### config.mk
export PLATFORM = sky130hd
export DESIGN_NAME = sd_request_arbiter
export DESIGN_NICKNAME = d
export VERILOG_FILES = /design/src/rtl/sd_arb_pkg.sv /design/src/rtl/sd_request_arbiter_pick.sv /design/src/rtl/sd_request_arbiter.sv
export SDC_FILE = /design/constraint.sdc
export NUM_CORES = 1
export LEC_CHECK = 0
export BUFFER_PORTS_ARGS = -buffer_cell sky130_fd_sc_hd__buf_2
export CELL_PAD_IN_SITES_DETAIL_PLACEMENT = 1
export CELL_PAD_IN_SITES_GLOBAL_PLACEMENT = 2
export CORE_UTILIZATION = 23
export DETAILED_ROUTE_END_ITERATION = 16
export GPL_TIMING_DRIVEN = 0
export HOLD_SLACK_MARGIN = 0.03
export PLACE_DENSITY_LB_ADDON = 0.1
export RECOVER_POWER = 25
export SETUP_SLACK_MARGIN = 0.2
export SYNTH_ARGS = -nofsm -noshare
export SYNTH_HDL_FRONTEND = slang
export SYNTH_SLANG_ARGS = --single-unit
### constraint.sdc
create_clock -name clk -period 2.9 [get_ports clk]
set_clock_uncertainty 0.1 [all_clocks]
set_input_delay 0.145 -clock clk [delete_from_list [all_inputs] [get_ports clk]]
set_output_delay 0.145 -clock clk [all_outputs]
set_load 0.1 [all_outputs]
### src/rtl/sd_arb_pkg.sv
// Shared types and constants for the SD sector-engine request arbiter.
package sd_arb_pkg;
  typedef enum logic [2:0] {IDLE, ISSUE, XFER, RELEASE} sd_arb_state_t;
  localparam int SD_LBA_W = 32;
  localparam logic [23:0] SD_ARB_TIMEOUT_DEFAULT = 24'd4000000;
endpackage

### src/rtl/sd_request_arbiter_pick.sv
// Round-robin winner search: first pending bit after i_last_grant, wrapping.
// Purely combinational; o_any low means nothing is pending.
module rr_priority_pick
  import sd_arb_pkg::*;
#(
  parameter int NREQ = 3,
  parameter int GW   = $clog2(NREQ)
) (
  input  logic [NREQ-1:0] i_pending,
  input  logic [GW-1:0]   i_last_grant,
  output logic [GW-1:0]   o_winner,
  output logic            o_any
);

  int w_pos;

  always_comb begin
    o_winner = '0;
    o_any    = 1'b0;
    w_pos    = 0;
    for (int k = 1; k <= NREQ; k++) begin
      w_pos = (int'(i_last_grant) + k) % NREQ;
      if (!o_any && i_pending[w_pos]) begin
        o_winner = w_pos[GW-1:0];
        o_any    = 1'b1;
      end
    end
  end

endmodule

### src/rtl/sd_request_arbiter.sv
// Shares one SD sector engine between NREQ requesters, one whole sector per grant,
// round-robin, with a watchdog on the engine busy/done handshake.
module sd_request_arbiter
  import sd_arb_pkg::*;
#(
  parameter int          NREQ    = 3,
  parameter logic [23:0] TIMEOUT = SD_ARB_TIMEOUT_DEFAULT
) (
  input  logic                     clk,
  input  logic                     reset,
  input  logic [NREQ*SD_LBA_W-1:0] req_lba,
  input  logic [NREQ-1:0]          req_rd,
  input  logic [NREQ-1:0]          req_wr,
  output logic [NREQ-1:0]          req_busy,
  output logic [NREQ-1:0]          req_done,
  output logic [NREQ-1:0]          req_strobe,
  output logic [$clog2(NREQ)-1:0]  grant,
  output logic                     grant_valid,
  output logic [SD_LBA_W-1:0]      sd_lba,
  output logic                     sd_rd,
  output logic                     sd_wr,
  input  logic                     sd_busy,
  input  logic                     sd_done,
  input  logic                     sd_rd_byte_strobe,
  output logic                     timeout_err
);

  localparam int GW = $clog2(NREQ);

  sd_arb_state_t       r_state, w_state_nxt;
  logic [GW-1:0]       r_last_grant, r_grant, w_winner;
  logic                r_grant_valid, r_sd_rd, r_sd_wr, w_any, w_timeout;
  logic [SD_LBA_W-1:0] r_sd_lba;
  logic [23:0]         r_wdog;
  logic [NREQ-1:0]     w_pending;
  logic                w_wdog_zero, w_own_pending;

  assign w_pending     = req_rd | req_wr;
  assign w_own_pending = w_pending[r_grant];
  assign w_wdog_zero   = (r_wdog == 24'd0);

  rr_priority_pick #(.NREQ(NREQ), .GW(GW)) u_pick (
    .i_pending    (w_pending),
    .i_last_grant (r_last_grant),
    .o_winner     (w_winner),
    .o_any        (w_any)
  );

  always_comb begin
    w_state_nxt = r_state;
    w_timeout   = 1'b0;
    case (r_state)
      IDLE:    if (w_any) w_state_nxt = ISSUE;
      ISSUE: begin
        // Engine acceptance beats a same-cycle withdraw or watchdog expiry.
        if (sd_busy)             w_state_nxt = XFER;
        else if (!w_own_pending) w_state_nxt = IDLE;
        else if (w_wdog_zero) begin
          w_timeout   = 1'b1;
          w_state_nxt = RELEASE;
        end
      end
      XFER: begin
        if (sd_done) w_state_nxt = RELEASE;
        else if (w_wdog_zero) begin
          w_timeout   = 1'b1;
          w_state_nxt = RELEASE;
        end
      end
      RELEASE: w_state_nxt = IDLE;
      default: w_state_nxt = IDLE;
    endcase
  end

  always_comb begin
    req_busy   = '0;
    req_done   = '0;
    req_strobe = '0;
    if (r_state == XFER) begin
      req_busy[r_grant]   = sd_busy;
      req_done[r_grant]   = sd_done;
      req_strobe[r_grant] = sd_rd_byte_strobe;
    end
  end

  always_ff @(posedge clk) begin
    if (reset) begin
      r_state       <= IDLE;
      r_last_grant  <= GW'(NREQ - 1);
      r_grant       <= '0;
      r_grant_valid <= 1'b0;
      r_sd_lba      <= '0;
      r_sd_rd       <= 1'b0;
      r_sd_wr       <= 1'b0;
      r_wdog        <= '0;
    end else begin
      r_state <= w_state_nxt;
      if (!w_wdog_zero) r_wdog <= r_wdog - 24'd1;
      case (r_state)
        IDLE: begin
          if (w_any) begin
            r_grant       <= w_winner;
            r_sd_lba      <= req_lba[SD_LBA_W*w_winner +: SD_LBA_W];
            r_sd_rd       <= req_rd[w_winner];
            r_sd_wr       <= req_wr[w_winner] & ~req_rd[w_winner];
            r_grant_valid <= 1'b1;
            r_wdog        <= TIMEOUT;
          end
        end
        ISSUE: begin
          if (w_state_nxt != ISSUE) begin
            r_sd_rd <= 1'b0;
            r_sd_wr <= 1'b0;
            if (sd_busy) r_wdog <= TIMEOUT;
            else         r_grant_valid <= 1'b0;
          end
        end
        XFER:    if (w_state_nxt == RELEASE) r_grant_valid <= 1'b0;
        RELEASE: begin
          r_last_grant  <= r_grant;
          r_grant_valid <= 1'b0;
        end
        default: ;
      endcase
    end
  end

  assign grant       = r_grant;
  assign grant_valid = r_grant_valid;
  assign sd_lba      = r_sd_lba;
  assign sd_rd       = r_sd_rd;
  assign sd_wr       = r_sd_wr;
  assign timeout_err = w_timeout;

endmodule
==> metrics.md <==
| Metric | Value |
|---|---|
| Status | `complete, no violations` |
| Crit Path Category | `reg2out` |
| Synth warnings | `0` |
| Critical path required time | `2.65 ns` |
| Net Sw Frac | `36.1%` |
| PwrDens | `597 nW/um^2` |
| Area after DPL | `4520 um^2` |
| Cts bufs inserted | `9` |
| Seq pwr share | `34.5%` |
| Cells after DPL | `745` |
| Net Sw Power | `1.11 mW` |
| MaxCap Viol Count | `0` |
| Worst rel slew slack | `19.3%` |
| Antenna violations before repair | `2` |
| Via density | `4.73` |
| Number of synthesized flops with an enable pin | `0` |
| Syn Inst Count | `408` |
| Slowest CP cell | `or4b_1` |
| P_leak | `2.45 nW` |
| CP startpoint kind | `flop` |
| Fin Hold WS | `0.0710 ns` |
| Vias in the first global route | `3872` |
| Cell internal pwr | `1.97 mW` |
| PortBufs | `153` |
| Post-route cell area | `5150 um^2` |
| Synthesized net count | `518` |
| Final nets | `696` |
| Yosys cell types | `47` |
| CTS Buffer Depth | `2` |
| Synthesized area per cell | `8.44 um^2` |
| Final worst path period share | `98.5%` |
| DR vias | `3669` |
| Post-route ant nets | `0` |
| GRT overflow | `0` |
| Clk pwr share | `33.5%` |
| DRT Pass-1 Iters | `4` |
| Pin count of the biggest net entering global routing | `11` |
| Global-route wire length before repair | `19800 um` |
| H-tree depth | `3` |
| Fmax | `350 MHz` |
| Root buffer cell | `clkbuf_16` |
| Final WL | `12200 um` |
| Fin crit period | `2.86 ns` |
| Final Non-Filler Cells | `775` |
| CP Capture Type | `primary output` |
| Max Fanout on Critical Path | `4` |
| Clock latency on the worst-skew pair | `0.33 ns` |
| Reg clk slew, reported paths | `0.05 ns` |
| Starting Density | `23.6%` |
| VDD IR max | `0.000297 V` |
| Drt wl/cell | `15.7 um` |
| Worst-path cell chain | `inv_2 > ha_4 > buf_6 > or4b_1 > or3_1 > buf_6 > or3_4 > buf_8 > a21oi_4 > buf_12` |
| Logic pwr share | `32.0%` |
| Die area | `15500 um^2` |
| Post-Syn Area | `3440 um^2` |
| Final setup fails | `0` |
| GR Util All Layers | `16.3%` |
| Sinks on Clock Net | `66` |
| CTS tree | `yes` |
| Final Wtd Congestion | `0.751` |
| Worst slew pin tran | `1.22 ns` |
| Row count | `44` |
| Final-report hold violation count | `0` |
| Tightest Hold Check Type | `in2reg` |
| Io pins | `154` |
| RSZ-0062 raised after global routing | `true` |
| Flops & latches, synth | `66` |
| HPWL after DPL | `9210 um` |
| Initial DRC Count | `83` |
| Async set or reset register ratio after synthesis | `0%` |
| Seq/Total Area, Yosys | `38.4%` |
| Die height | `124 um` |
| Core ar. | `14600 um^2` |
| Layout cells sized above 1 | `37.2%` |
| Top_reg_cell synth | `dfxtp_1` |
| Die Wd | `124 um` |
| Slew Limit Fails | `0` |
| CP peak stage delay | `0.42 ns` |
| Most used cell along the critical path | `buf_6` |
| CP arrival | `2.61 ns` |
| DRC errors left | `0` |
| Area grow syn2layout | `49.8%` |
==> metrics by stage <==
step	setup TNS, ns	setup slack, ns	utilization [%]	power, mW
2_1_floorplan	-0.232	-0.0472	-	1.73
6_report	0	0.0440	35.3	3.08
3_5_place_dp	-11.28	-0.375	31.0	1.96
4_1_cts	0	0.0221	34.3	3.06
5_1_grt	-0.0332	-0.0332	35.3	3.24
3_3_place_gp	-10.97	-0.348	31.0	1.95
==> power groups by stage <==
stage / clock network (mW) / registers (mW) / logic, mW
global placement: 0 / 1.07 / 0.881
detailed placement: 0 / 1.07 / 0.889
CTS: 1.06 / 1.06 / 0.940
global route: 1.11 / 1.07 / 1.06
floorplan: 0 / 1.36 / 0.377
finish: 1.03 / 1.06 / 0.985
==> worst paths after layout <==
| check | start | endpoint | slack, ns | depth (start not counted) |
|---|---|---|---|---|
| max | r_wdog[1] | timeout_err | 0.04 | 10 |
| min | req_lba[90] | sd_lba[26] | 0.07 | 4 |
| max reg2reg | r_wdog[1] | sd_rd | 0.09 | 10 |
| min reg2reg | sd_lba[30] | sd_lba[30] | 0.38 | 1 |
==> registers in the layout, indices dropped and copies added (netlist names) <==
name          count
sd_lba           32
r_wdog           24
r_state           3
grant             2
r_last_grant      2
grant_valid       1
sd_rd             1
sd_wr             1
==> area by class of cell <==
type	count	area (um^2)
clock inverters	2	12.5
diodes	2	5.00
fillers	1772	9430
well taps	184	230
clock buffers	12	267
flip-flops and latches	66	1320
multi-input cells	305	2230
repair buffers	167	878
plain buffers	27	171
inverters	10	37.5
==> worst max-delay path, delay by kind of cell (launching register included) <==
kind | cells | cell delay (ns)
buffers and inverters | 5 | 0.62
AO/OA/AOI/OAI | 1 | 0.13
adder cells (fa/ha/maj) | 1 | 0.12
flip-flops | 1 | 0.32
AND/OR/NAND/NOR | 3 | 1.09
==> routing by layer <==
| metal | vias to the layer above | part of all wire (%) | global-route usage (%) |
|---|---|---|---|
| met5 | - | 0 | 0 |
| met4 | 0 | 1.3 | 5.32 |
| met3 | 12 | 9.0 | 7.17 |
| met2 | 116 | 48 | 26.8 |
| met1 | 1718 | 42 | 18.7 |
| li1 | 1823 | - | - |
==> Yosys cell counts, drive strengths merged, types with 2 or more instances <==
cell,number,share of area (%)
a211o,3,0.76
a21oi,44,6.4
a22o,32,8.1
a31o,2,0.51
a31oi,2,0.36
and2,3,0.55
buf,7,1.0
clkbuf,20,2.2
dfxtp,66,38
ha,3,1.1
inv,10,1.1
mux2i,33,9.6
nand2,9,0.98
nand2b,3,0.55
nand3,7,1.0
nand4,4,0.73
nor2,76,8.3
nor3,13,1.9
nor3b,3,0.65
nor4,6,1.1
o211ai,3,0.65
o21ai,5,0.73
o21bai,2,0.44
o31ai,2,0.44
o41ai,2,0.73
or2,2,0.36
or3,5,0.98
or4,5,1.2
xnor2,12,3.1
xor2,11,2.8
==> cell families after synthesis <==
logic type                 synth area share [%]
AOI/OAI and AO/OA                          21.3
muxes                                      9.60
buffers and inverters                      4.29
xor gates and xnor gates                   5.85
other                                     0.109
and+or+nand+nor                            19.4
DFF                                        38.4
adders and majority gates                  1.09
==> what timing repair did <==
action                                  CTS  global route
endpoints found under the setup margin   54            49
resized for setup                        38            40
endpoints found under the hold margin     1             0
setup buffers                             8             5
hold buffers                              1             0
pin swaps                                 1            20
==> cell usage in the layout (no fill, tap or decap), types with 4 or more instances in the layout <==
cell type / netlist / layout
clkbuf_2: 0 / 10
a22o_1: 32 / 32
o21ai_0: 5 / 4
inv_1: 10 / 8
xnor2_1: 12 / 11
xor2_1: 11 / 10
buf_2: 7 / 129
clkbuf_16: 0 / 9
nand4_1: 4 / 4
buf_6: 0 / 6
nand2_1: 9 / 7
clkbuf_1: 20 / 31
nor2_1: 76 / 74
buf_4: 0 / 11
or4_1: 4 / 4
mux2i_1: 33 / 33
dfxtp_1: 66 / 64
a21oi_1: 44 / 43
nor3_1: 13 / 10
(Power assumes the default switching activity.)
